[config.mk]
export PLATFORM = sky130hd
export DESIGN_NAME = spi_hex_target
export DESIGN_NICKNAME = d
export VERILOG_FILES = /design/src/rtl/spi_hex_pkg.sv /design/src/rtl/seg7_decode.sv /design/src/rtl/spi_hex_target.sv
export SDC_FILE = /design/constraint.sdc
export NUM_CORES = 1
export LEC_CHECK = 0
export CORE_UTILIZATION = 30
export CTS_BUF_LIST = sky130_fd_sc_hd__clkbuf_4
export DETAILED_ROUTE_END_ITERATION = 8
export PLACE_DENSITY = 0.44
export SLEW_MARGIN = 40
export SYNTH_ARGS = -nofsm -noshare
export SYNTH_HDL_FRONTEND = slang
export SYNTH_SLANG_ARGS = --single-unit
[constraint.sdc]
create_clock -name clk -period 2.5 [get_ports clk]
set_input_delay 0.25 -clock clk [delete_from_list [all_inputs] [get_ports clk]]
set_output_delay 0.25 -clock clk [all_outputs]
set_load 0.1 [all_outputs]
[src/rtl/spi_hex_pkg.sv]
// Shared types and constants for the SPI-controlled eight-digit hex display target.
package spi_hex_pkg;

  typedef enum logic [1:0] {
    ST_IDLE  = 2'd0,
    ST_CMD   = 2'd1,
    ST_DATA  = 2'd2,
    ST_DRAIN = 2'd3
  } state_e;

  localparam int         FRAME_BITS = 8;
  localparam logic [7:0] REG_RST    = 8'h80;
  localparam logic [6:0] SEG_BLANK  = 7'h7f;

endpackage

[src/rtl/seg7_decode.sv]
// Hex nibble to active-low 7-segment code, bit order {g,f,e,d,c,b,a}.
module seg7_decode (
  input  logic [3:0] nibble_i,
  output logic [6:0] seg_o
);

  always_comb begin
    seg_o = 7'h7f;
    case (nibble_i)
      4'h0: seg_o = 7'h40;
      4'h1: seg_o = 7'h79;
      4'h2: seg_o = 7'h24;
      4'h3: seg_o = 7'h30;
      4'h4: seg_o = 7'h19;
      4'h5: seg_o = 7'h12;
      4'h6: seg_o = 7'h02;
      4'h7: seg_o = 7'h78;
      4'h8: seg_o = 7'h00;
      4'h9: seg_o = 7'h10;
      4'ha: seg_o = 7'h08;
      4'hb: seg_o = 7'h03;
      4'hc: seg_o = 7'h46;
      4'hd: seg_o = 7'h21;
      4'he: seg_o = 7'h06;
      4'hf: seg_o = 7'h0e;
      default: seg_o = 7'h7f;
    endcase
  end

endmodule

[src/rtl/spi_hex_target.sv]
// SPI mode-0 target holding eight digit registers that drive a registered 7-segment bus.
// Frame: command byte (bit7 read, bits2:0 start address) then a burst of data bytes.
module spi_hex_target
  import spi_hex_pkg::*;
#(
  parameter int CLK_MHZ     = 50,
  parameter int SCK_MIN_DIV = 8
) (
  input  logic        clk,
  input  logic        reset_n,
  input  logic        spi_sck,
  input  logic        spi_cs_n,
  input  logic        spi_mosi,
  output logic        spi_miso,
  output logic        spi_miso_oe,
  output logic [55:0] hex,
  output logic        wr_strobe,
  output logic [2:0]  wr_addr,
  output state_e      dbg_state
);

  if (SCK_MIN_DIV < 6) begin : g_bad_div
    $error("SCK_MIN_DIV too small for the synchronizer latency");
  end
  if (CLK_MHZ < 1) begin : g_bad_clk
    $error("CLK_MHZ must be positive");
  end

  logic       sck_s1_q, sck_s2_q, sck_s3_q;
  logic       cs_s1_q, cs_s2_q, cs_s3_q;
  logic       mosi_s1_q, mosi_s2_q;
  logic [1:0] warm_q;
  logic       armed_q;

  state_e     state_q, state_d;
  logic [2:0] bit_cnt_q, bit_cnt_d;
  logic [7:0] rx_q, rx_d;
  logic [7:0] tx_q, tx_d;
  logic [2:0] addr_q, addr_d;
  logic       read_q, read_d;
  logic       load_q, load_d;
  logic       wr_strobe_q, wr_strobe_d;
  logic [2:0] wr_addr_q, wr_addr_d;
  logic       miso_oe_q;
  logic       reg_we;
  logic [7:0] regs_q [8];
  logic [55:0] hex_q, hex_d;

  logic       sck_rise, sck_fall, cs_fall, frame_start;
  logic [7:0] rx_byte;

  assign sck_rise    = sck_s2_q & ~sck_s3_q;
  assign sck_fall    = ~sck_s2_q & sck_s3_q;
  assign cs_fall     = ~cs_s2_q & cs_s3_q;
  // armed_q blocks a frame whose CS fall was hidden by reset.
  assign frame_start = cs_fall & armed_q;
  assign rx_byte     = {rx_q[6:0], mosi_s2_q};

  always_comb begin
    state_d     = state_q;
    bit_cnt_d   = bit_cnt_q;
    rx_d        = rx_q;
    tx_d        = tx_q;
    addr_d      = addr_q;
    read_d      = read_q;
    load_d      = 1'b0;
    wr_strobe_d = 1'b0;
    wr_addr_d   = wr_addr_q;
    reg_we      = 1'b0;

    // A falling edge right after a byte boundary keeps bit 7 on MISO.
    if (load_q) begin
      tx_d = regs_q[addr_q];
    end else if (sck_fall && bit_cnt_q != 3'd0) begin
      tx_d = {tx_q[6:0], 1'b0};
    end

    if (cs_s2_q) begin
      state_d   = ST_IDLE;
      bit_cnt_d = 3'd0;
      tx_d      = 8'h00;
    end else begin
      case (state_q)
        ST_IDLE: begin
          if (frame_start) begin
            state_d   = ST_CMD;
            tx_d      = 8'h00;
            bit_cnt_d = sck_rise ? 3'd1 : 3'd0;
            if (sck_rise) rx_d = rx_byte;
          end
        end
        default: begin
          if (sck_rise) begin
            rx_d      = rx_byte;
            bit_cnt_d = bit_cnt_q + 3'd1;
            if (bit_cnt_q == 3'(FRAME_BITS - 1)) begin
              case (state_q)
                ST_CMD: begin
                  addr_d = rx_byte[2:0];
                  read_d = rx_byte[7];
                  if (rx_byte[7] && rx_byte[6:3] != 4'd0) begin
                    state_d = ST_DRAIN;
                  end else begin
                    state_d = ST_DATA;
                    load_d  = rx_byte[7];
                  end
                end
                ST_DATA: begin
                  addr_d = addr_q + 3'd1;
                  if (read_q) begin
                    load_d = 1'b1;
                  end else begin
                    reg_we      = 1'b1;
                    wr_strobe_d = 1'b1;
                    wr_addr_d   = addr_q;
                  end
                end
                default: ;
              endcase
            end
          end
        end
      endcase
    end
  end

  always_ff @(posedge clk or negedge reset_n) begin
    if (!reset_n) begin
      sck_s1_q    <= 1'b0;
      sck_s2_q    <= 1'b0;
      sck_s3_q    <= 1'b0;
      cs_s1_q     <= 1'b1;
      cs_s2_q     <= 1'b1;
      cs_s3_q     <= 1'b1;
      mosi_s1_q   <= 1'b0;
      mosi_s2_q   <= 1'b0;
      warm_q      <= 2'b00;
      armed_q     <= 1'b0;
      state_q     <= ST_IDLE;
      bit_cnt_q   <= 3'd0;
      rx_q        <= 8'h00;
      tx_q        <= 8'h00;
      addr_q      <= 3'd0;
      read_q      <= 1'b0;
      load_q      <= 1'b0;
      wr_strobe_q <= 1'b0;
      wr_addr_q   <= 3'd0;
      miso_oe_q   <= 1'b0;
      hex_q       <= {8{SEG_BLANK}};
      for (int i = 0; i < 8; i++) regs_q[i] <= REG_RST;
    end else begin
      sck_s1_q    <= spi_sck;
      sck_s2_q    <= sck_s1_q;
      sck_s3_q    <= sck_s2_q;
      cs_s1_q     <= spi_cs_n;
      cs_s2_q     <= cs_s1_q;
      cs_s3_q     <= cs_s2_q;
      mosi_s1_q   <= spi_mosi;
      mosi_s2_q   <= mosi_s1_q;
      warm_q      <= {warm_q[0], 1'b1};
      armed_q     <= armed_q | (warm_q[1] & cs_s2_q);
      state_q     <= state_d;
      bit_cnt_q   <= bit_cnt_d;
      rx_q        <= rx_d;
      tx_q        <= tx_d;
      addr_q      <= addr_d;
      read_q      <= read_d;
      load_q      <= load_d;
      wr_strobe_q <= wr_strobe_d;
      wr_addr_q   <= wr_addr_d;
      miso_oe_q   <= armed_q & ~cs_s2_q;
      hex_q       <= hex_d;
      if (reg_we) regs_q[addr_q] <= rx_byte;
    end
  end

  for (genvar i = 0; i < 8; i++) begin : g_digit
    logic [6:0] seg;
    seg7_decode u_dec (
      .nibble_i (regs_q[i][3:0]),
      .seg_o    (seg)
    );
    assign hex_d[7*i +: 7] = regs_q[i][7] ? SEG_BLANK : seg;
  end

  // wr_strobe is a valid-only pulse: no ready; wr_addr is meaningful while it is high.
  assign wr_strobe   = wr_strobe_q;
  assign wr_addr     = wr_addr_q;
  assign spi_miso    = tx_q[7];
  assign spi_miso_oe = miso_oe_q;
  assign hex         = hex_q;
  assign dbg_state   = state_q;

endmodule

* After elaboration in Yosys (flattened, before gate mapping)
Memories as Yosys holds them, arrays and structs flattened. Cells that the tools add are included.
Word-level totals: flip-flop bits (word level) 162, input port bits 5, ROM bits 896, output and inout port bits 64, word-level logic and storage cells 123, memories 8
Cells by class: reduce and logical (&&, ||, !) cells 16, bitwise gates (word level) 13, order comparisons 2, add/subtract/negate cells 2, muxes and demuxes 48, equal/unequal tests 5
Memory list:
- (no name shown) | words 16, width 7, rd ports 1, clocked after memory_dff 0, wr ports 0, line seg7_decode.sv:9 | case (nibble_i)
- (no name shown) | words 16, width 7, rd ports 1, clocked after memory_dff 0, wr ports 0, line seg7_decode.sv:9
- (no name shown) | words 16, width 7, rd ports 1, clocked after memory_dff 0, wr ports 0, line seg7_decode.sv:9
- (no name shown) | words 16, width 7, rd ports 1, clocked after memory_dff 0, wr ports 0, line seg7_decode.sv:9
- (no name shown) | words 16, width 7, rd ports 1, clocked after memory_dff 0, wr ports 0, line seg7_decode.sv:9
- (no name shown) | words 16, width 7, rd ports 1, clocked after memory_dff 0, wr ports 0, line seg7_decode.sv:9
- 2 more memories
Operators by type and width (number):
- 8-bit 2-to-1 mux | 11
- 64-bit bitwise mux | 1
- 7-bit 2-to-1 mux | 8
- 8-bit binary-select mux with 3-bit select | 1
- 8-bit demux with 3-bit select | 1
- 1-bit 2-to-1 mux | 14
- 2-bit 2-to-1 mux | 6
- 3-bit 2-to-1 mux | 4
- 3-bit nonzero test | 4
- 5-bit AND reduction | 2
- 3-bit by 1-bit adder with 3-bit output, second input constant | 2
- 1-bit AND | 6
- 3-bit one-hot mux with 2 select lines | 1
- 6-bit AND reduction | 1
- 1-bit NOT | 5
- 4-bit greater-or-equal comparator, second input constant | 1
- 4-bit by 1-bit less-than comparator with 1-bit output, second input constant | 1
- 3-bit NOT with 4-bit output | 1
- 2-bit AND reduction | 2
- 4-bit AND reduction | 1
- 4-bit nonzero test | 1
- 3-bit == test, second input constant | 1
- 1-bit logical AND | 3
- 3-bit inequality test, second input constant | 1
- 7 further kinds | 7

* Depth between registers and ports, before layout
Gate-level depths: netlist of the first run.
depth after elaboration 8, gate-level depth with buffers 8

* Hierarchy
Synthesis of the first run repeated with hierarchy kept, for this count alone.
Second synthesis, totals: cell total of the unflattened synthesis 706, area total of the unflattened synthesis 9008.6 um^2
Modules (own cells, without submodules):
- spi_hex_target | area an instance 6837.8 um^2, times used 1, cells each 444
- seg7_decode at g_digit[0].u_dec ... | area an instance 275.3 um^2, times used 6, cells each 32
- seg7_decode at g_digit[1].u_dec | area an instance 271.5 um^2, times used 1, cells each 35
- seg7_decode at g_digit[2].u_dec | area an instance 247.7 um^2, times used 1, cells each 35

* Least setup slack after synthesis of the first run
No wires, ideal clock.
path kind flip-flop to flip-flop, start register state_q[0] (netlist: dbg_state[0]), end register regs_q[32] (netlist name), stages on the path, launching flop included 7, setup time 0.125 ns, path slack -0.155 ns, data required time 2.375 ns, arrival time 2.530 ns, cells stage by stage dfrtp_1 -> inv_1 -> ha_1 -> nand4bb_1 -> nor4_2 -> nand3_1 -> mux2_2
On the way: word-level cells in the longest chain between the ends 6, elaborated cells on any way between the ends 7, those cells by class 1 x eq/ne; 5 x mux; 1 x reduce/logical
RTL lines:
- start: declaration | line spi_hex_target.sv:35 | state_e state_q, state_d;
- start signal: assignment | line spi_hex_target.sv:162 | state_q <= state_d;
- 2-bit == test | line spi_hex_target.sv:97 | case (state_q)
- 1-bit 2-to-1 mux | line spi_hex_target.sv:97
- 1-bit 2-to-1 mux | line spi_hex_target.sv:96 | if (bit_cnt_q == 3'(FRAME_BITS - 1)) begin
- 1-bit 2-to-1 mux | line spi_hex_target.sv:93 | if (sck_rise) begin
- 1-bit 2-to-1 mux (*) | line spi_hex_target.sv:83 | case (state_q)
- 1-bit 2-to-1 mux (*) | line spi_hex_target.sv:78 | if (cs_s2_q) begin
- end signal: indexed assignment | line spi_hex_target.sv:173 | if (reg_we) regs_q[addr_q] <= rx_byte;
- end: declaration | line spi_hex_target.sv:46 | logic [7:0] regs_q [8];
Mark *: on every way between the ends. The rest lies on a longest branch, timed or not. A chain may end at the register's enable or synchronous reset.

* Worst setup path after layout of the first run
start register bit_cnt_q[0], end register regs_q[38] (netlist name)
On the way: word-level cells in the longest chain between the ends 5
RTL lines:
- start: declaration | line spi_hex_target.sv:36 | logic [2:0] bit_cnt_q, bit_cnt_d;
- start signal: assignment | line spi_hex_target.sv:163 | bit_cnt_q <= bit_cnt_d;
- 3-bit == test | line spi_hex_target.sv:96
- 1-bit 2-to-1 mux | line spi_hex_target.sv:96
- 1-bit 2-to-1 mux | line spi_hex_target.sv:93
- 1-bit 2-to-1 mux | line spi_hex_target.sv:83
- 1-bit 2-to-1 mux | line spi_hex_target.sv:78
Every way passes these cells.

==> results.cfg, run 1 <==
[floorplan]
dieWidth_um = 169
dieHeight_um = 169
core_region_area_sq_um = 27100
start_util_pct = 30.8
pin_count = 69
fp.dieArea_sq_um = 28500
fp-row-count = 60

[sta]
slew_headroom_pct = 58.0
rsz0062_at_grt = no
timing.final.ws_setup_ns = 0.213
finalHoldViolCount = 0
worst_slew_pin_slew_ns = 0.630
fin_skew_ns = 0.0211
fmax_ghz = 0.437
finalSetupTns_ns = 0
finalCritPeriodShare_pct = 91.5
min_period_ns = 2.29
setup_viol = 0
hold_ws_ns = 0.0678
finalMaxSlewViolations = 0

[route]
drtIter0Drc = 404
drt_pre_antenna_iters = 5
drc = 0
detail-route-antenna-nets = 0
routed_via_density = 4.84
routed-via-count = 5688
route.detailed.wl_per_inst_um = 16.9
routed_wl_mm = 19.9

[clock_network]
cts_buffer_depth = 2
clockRootBuffer = clkbuf_4
clkTransAtPathRegs_ns = 0.13
cts_htree_levels = 4
cts_buffers = 17
post-cts-setup-buffers = 0
clock-sinks = 161
cts_tree = done
clk_latency_ns = 0.58

[critical_path]
worst_setup_path_start_kind = register
endpoint_kind = register
r2r.worst_path.cells = 6
path_class = reg -> reg
cp.arrival_ns = 2.75
r2r_start = bit_cnt_q[0]
cp-startpoint = bit_cnt_q[0]
crit_path_max_fanout = 8
crit_required_ns = 2.96

[cells_and_area]
layout_commonest_cell = dfrtp_1
final_util_pct = 35.6
layout_common_cells = 92 x dfrtp_1, 86 x mux2_2, 84 x buf_4
fin_cells = 1174
layout-drive-gt1-share_pct = 37.1
fin_nets = 847
area_growth_pct = 15.6

[global_route]
grt_antenna_before_repair = 1
grt_pass1_wl_mm = 32.4
groute.usage.overall_pct = 14.9
grt_max_degree = 58
grt.overflow.total = 0
grt_pass1_vias = 5892

[logic_synthesis]
synth_warnings = 0
synth.top_cell.area_share_pct = 28.2
synth_edf_count = 0
synthTopCellsByArea = dfrtp_1 28%, dfstp_2 21%, mux2_2 12%, ha_1 8.2%, mux2i_1 3.6%
synthesis.nets = 784
synth_flop_cell = dfrtp_1
synth_area_sq_um = 8350
synth_cell_types = 52
synth-seq-cells = 161
synthArstFlopShare_pct = 100
seq_area_frac_synth_pct = 49.2
synthCells = 724
syn_avg_cell_area_sq_um = 11.5
synth_largest_area_cell = dfrtp_1

[min_path]
hold_path_depth = 1
min-delay-start = spi_cs_n
hold_path_class = in -> reg

[placed_design]
dp.cells = 1139
dp_slack_ns = 0.147
portBuffers = 68
place_congestion = 0.819
dpl.hpwl_mm = 14.1

[flow_run]
maxCapViolCount = 0

[power_and_ir_drop]
sw_frac_of_total_pct = 27.6
ir_worst_vdd_mv = 0.258
cellPowerDensity_nw_per_um2 = 476
p_leak_nw = 4.51
p_comb_share_pct = 4.5
p_seq_share_pct = 61.8
p_int_w = 0.00333
clockPowerShare_pct = 33.8
p_sw_w = 0.00127

[run_status]
status = complete, no violations
[metal layers]
metal,vias up,global-route usage (%),part of all wire (%)
met3,20,2.88,2.9
met5,-,0,0
li1,2694,-,-
met1,2875,19.4,47
met2,99,24.9,49
met4,0,4.51,1.4
[power groups by stage]
stage          clock [W]  combinational (W)  sequential (W)
2_1_floorplan          0           0.000169         0.00275
3_3_place_gp           0           0.000207         0.00289
3_5_place_dp           0           0.000210         0.00289
4_1_cts          0.00163           0.000212         0.00285
5_1_grt          0.00175           0.000232         0.00286
6_report         0.00155           0.000206         0.00284
[logic make-up after synthesis]
| kind of cell | synth area share [%] |
|---|---|
| adder cells (fa/ha/maj) | 8.24 |
| AND/OR/NAND/NOR | 9.51 |
| flip-flops | 49.2 |
| multiplexers | 18.0 |
| other | 0.0449 |
| buffers and inverters | 3.69 |
| AO/OA/AOI/OAI | 11.3 |
[through the flow]
step,cell area (sq um),total power (W)
2_1_floorplan,8350,0.00291
3_3_place_gp,9360,0.00310
3_5_place_dp,9360,0.00310
4_1_cts,9650,0.00469
5_1_grt,9660,0.00484
6_report,9660,0.00460
[timing repair]
item,4_1_cts,5_1_grt
setup endpoints to repair,0,1
endpoints found under the hold margin,44,0
hold buffers,1,0
gates resized for setup,0,1
[path summary, 6_finish.rpt]
path	to	slack, ns
setup / recovery	regs_q[38]	0.21
hold / removal	cs_s1_q	0.07
setup reg to reg	regs_q[38]	0.21
hold reg to reg	cs_s2_q	0.37
max in group asynchronous	regs_q[39]	1.56
min in group asynchronous	regs_q[56]	0.22
[layout make-up]
| cell class | instances | area, sq um |
|---|---|---|
| Fill cell | 2670 | 17400 |
| Sequential cell | 161 | 4120 |
| Multi-Input combinational cell | 483 | 3940 |
| Timing Repair Buffer | 92 | 742 |
| Tap cell | 372 | 465 |
| Clock inverter | 15 | 144 |
| Clock buffer | 17 | 128 |
| Inverter | 32 | 120 |
| Antenna cell | 2 | 5.00 |
[worst max-delay path: stages, from the launching register on]
cell       delay (ns)
dfrtp_1          0.42
ha_1             0.17
ha_1             0.23
nand4bb_1        0.21
nor4_2           0.50
nand3_2          0.29
mux2_2           0.35
[sequential cells by signal, summed over array words and instances, names as in the netlist, 2 cells and up]
signal	flops
warm_q	2
hex	56
tx_q	8
wr_addr	3
bit_cnt_q	3
dbg_state	2
rx_q	7
addr_q	3
regs_q	64
[synthesized netlist by cell type (2+ instances only)]
cell type and count:
dfrtp_1 94, mux2_2 86, dfstp_2 67, nor2_1 60
ha_1 55, nand2_1 43, clkbuf_1 36, inv_1 31
mux2i_1 30, o21ai_0 26, a211o_1 24, a21oi_1 19
nor2b_1 15, a31oi_1 12, nor3_1 10, or2_2 10
mux4_2 9, nand2b_1 8, nand3_1 8, a221o_1 7
o21a_1 7, o22ai_1 7, buf_1 6, buf_2 6
a211oi_1 5, a311o_1 4, a21o_1 3, a2bb2oi_1 3
mux2_1 3, nor3b_1 3, a221oi_1 2, nor4_2 2
o211a_1 2, o221ai_1 2, or3_1 2
(Power assumes the default switching activity.)
==> inputs of run 2 (changes only) <==
--- a/config.mk
+++ b/config.mk
@@ -7,6 +7,7 @@
 export LEC_CHECK = 0
 export CORE_UTILIZATION = 30
 export CTS_BUF_LIST = sky130_fd_sc_hd__clkbuf_4
+export CTS_CLUSTER_DIAMETER = 60
 export DETAILED_ROUTE_END_ITERATION = 8
 export PLACE_DENSITY = 0.44
 export SLEW_MARGIN = 40
==> results of run 2 <==
The final DEF is identical to that of run 1; final timing and power are the same.
==> inputs of run 3 (changes only) <==
--- a/config.mk
+++ b/config.mk
@@ -5,6 +5,8 @@
 export SDC_FILE = /design/constraint.sdc
 export NUM_CORES = 1
 export LEC_CHECK = 0
+export CAP_MARGIN = 0
+export CORE_MARGIN = 1.5
 export CORE_UTILIZATION = 30
 export CTS_BUF_LIST = sky130_fd_sc_hd__clkbuf_4
 export CTS_CLUSTER_DIAMETER = 60
==> results.cfg, run 3 (synthesis results as in run 1) <==
[global_route]
grt_pass1_wl_mm = 31.9
grt.overflow.total = 0
groute.usage.overall_pct = 14.5
grt_max_degree = 61
grt_pass1_vias = 5833
grt_antenna_before_repair = 1

[route]
drt_pre_antenna_iters = 4
routed-via-count = 5635
route.detailed.wl_per_inst_um = 17.0
wl_met2_mm = 9.78
routed-wl-met3_um = 568
drtIter0Drc = 372
routed_via_density = 4.83
routed_wl_mm = 19.8
top_layer = met4
detail-route-antenna-nets = 0
met1_length_mm = 9.08
drc = 0

[cells_and_area]
layout_common_cells = 92 x dfrtp_1, 86 x mux2_2, 78 x buf_4
multi_input_area_sq_um = 3950
area_growth_pct = 14.8
fillers = 2730
seq_area_sq_um = 4120
layout_commonest_cell = dfrtp_1
largest_reg_flops = 64
fin_nets = 840
largest-register = regs_q
layout-drive-gt1-share_pct = 36.8
design_area_sq_um = 9590

[sta]
setup_viol = 0
fin_skew_ns = 0.0175
min_period_ns = 2.28
finalMaxSlewViolations = 0
fmax_ghz = 0.439
finalHoldViolCount = 0
hold_ws_ns = 0.0476
worst_slew_pin_slew_ns = 0.615
finalSetupTns_ns = 0
rsz0062_at_grt = no
finalCritPeriodShare_pct = 91.1
slew_headroom_pct = 59.0

[floorplan]
fp.dieArea_sq_um = 28800
fp-row-count = 60
dieWidth_um = 170
start_util_pct = 30.8
core_region_area_sq_um = 27100
dieHeight_um = 170
pin_count = 69

[clock_network]
cts_buffer_depth = 2
post-cts-setup-buffers = 0
clock-sinks = 161
clockRootBuffer = clkbuf_4
cts_htree_levels = 4
clkTransAtPathRegs_ns = 0.15
clk_latency_ns = 0.59
cts_buffers = 17
cts_tree = done

[critical_path]
crit_path_max_fanout = 8
endpoint_kind = register
crit_path_max_incr_delay_ns = 0.42
cp_cell_sequence = ha_1 > ha_1 > nand4bb_1 > nor4_4 > nand2_1 > mux2_2
crit_slowest_cell = dfrtp_1
cp_common_cell = ha_1
cp.arrival_ns = 2.76
crit_required_ns = 2.98
worst_setup_path_start_kind = register
path_class = reg -> reg

[placed_design]
dpl.hpwl_mm = 13.9
portBuffers = 68
place_area_sq_um = 9300
place_congestion = 0.798

[min_path]
hold_path_class = in -> reg

[power_and_ir_drop]
cellPowerDensity_nw_per_um2 = 476
p_leak_nw = 4.46
ir_worst_vdd_mv = 0.278

[flow_run]
maxCapViolCount = 0

[run_status]
status = complete, no violations
[run 3: cell types whose count changed in the layout (fill, tap and decap cells not counted), sizes merged]
cell,delta
inv,+4
bufinv,-1
clkinv,-5
buf,-7
clkinvlp,+2
diode,-1
[run 3: through the flow]
stage,util (%),std cells,setup WS (ns),total power (W)
floorplan,-,724,0.150,0.00291
global placement,34.3,1132,0.129,0.00309
detailed placement,34.3,1132,0.0552,0.00310
CTS,35.3,1165,0.0338,0.00464
global route,35.4,1166,0.0349,0.00480
finish,35.4,1166,0.222,0.00456
[run 3: where the power goes]
part           internal, W  switching (W)
clock             0.000501        0.00102
sequential         0.00266       0.000177
combinational    0.0000799       0.000122
total              0.00324        0.00132
[run 3: layout make-up]
type	count	share of cell area [%]
diodes	1	0.0261
clock buffers	17	1.33
clock inverters	15	1.40
inverters	32	1.25
multi-input cells	483	41.2
flip-flops and latches	161	42.9
well taps	372	4.86
repair buffers	85	7.06
[run 3: worst max-delay path: cells and delay by family, from the launching register on]
kind	cells	cell delay, ns
adders and majority gates	2	0.40
DFF	1	0.42
muxes	1	0.36
and+or+nand+nor	3	1.00
[run 3: repair_timing]
item,in CTS,in global routing
endpoints found under the setup margin,0,30
endpoints found under the hold margin,55,0
hold buffers,1,0
resized for setup,0,2
[run 3: layer usage]
metal / GRT usage [%] / up-vias
met2: 24.6 / 97
met4: 5.04 / 0
met5: 0 / -
met3: 2.84 / 22
met1: 18.4 / 2831
li1: - / 2685
[run 3: final timing paths]
kind,startpoint,end,slack (ns),depth (start not counted)
min in group asynchronous,reset_n,regs_q[26],0.19,2
hold / removal,spi_cs_n,cs_s1_q,0.05,1
setup reg to reg,bit_cnt_q[0],regs_q[61],0.22,6
hold reg to reg,warm_q[0],warm_q[1],0.37,0
max in group asynchronous,reset_n,cs_s3_q,1.53,3
setup / recovery,bit_cnt_q[0],regs_q[61],0.22,6
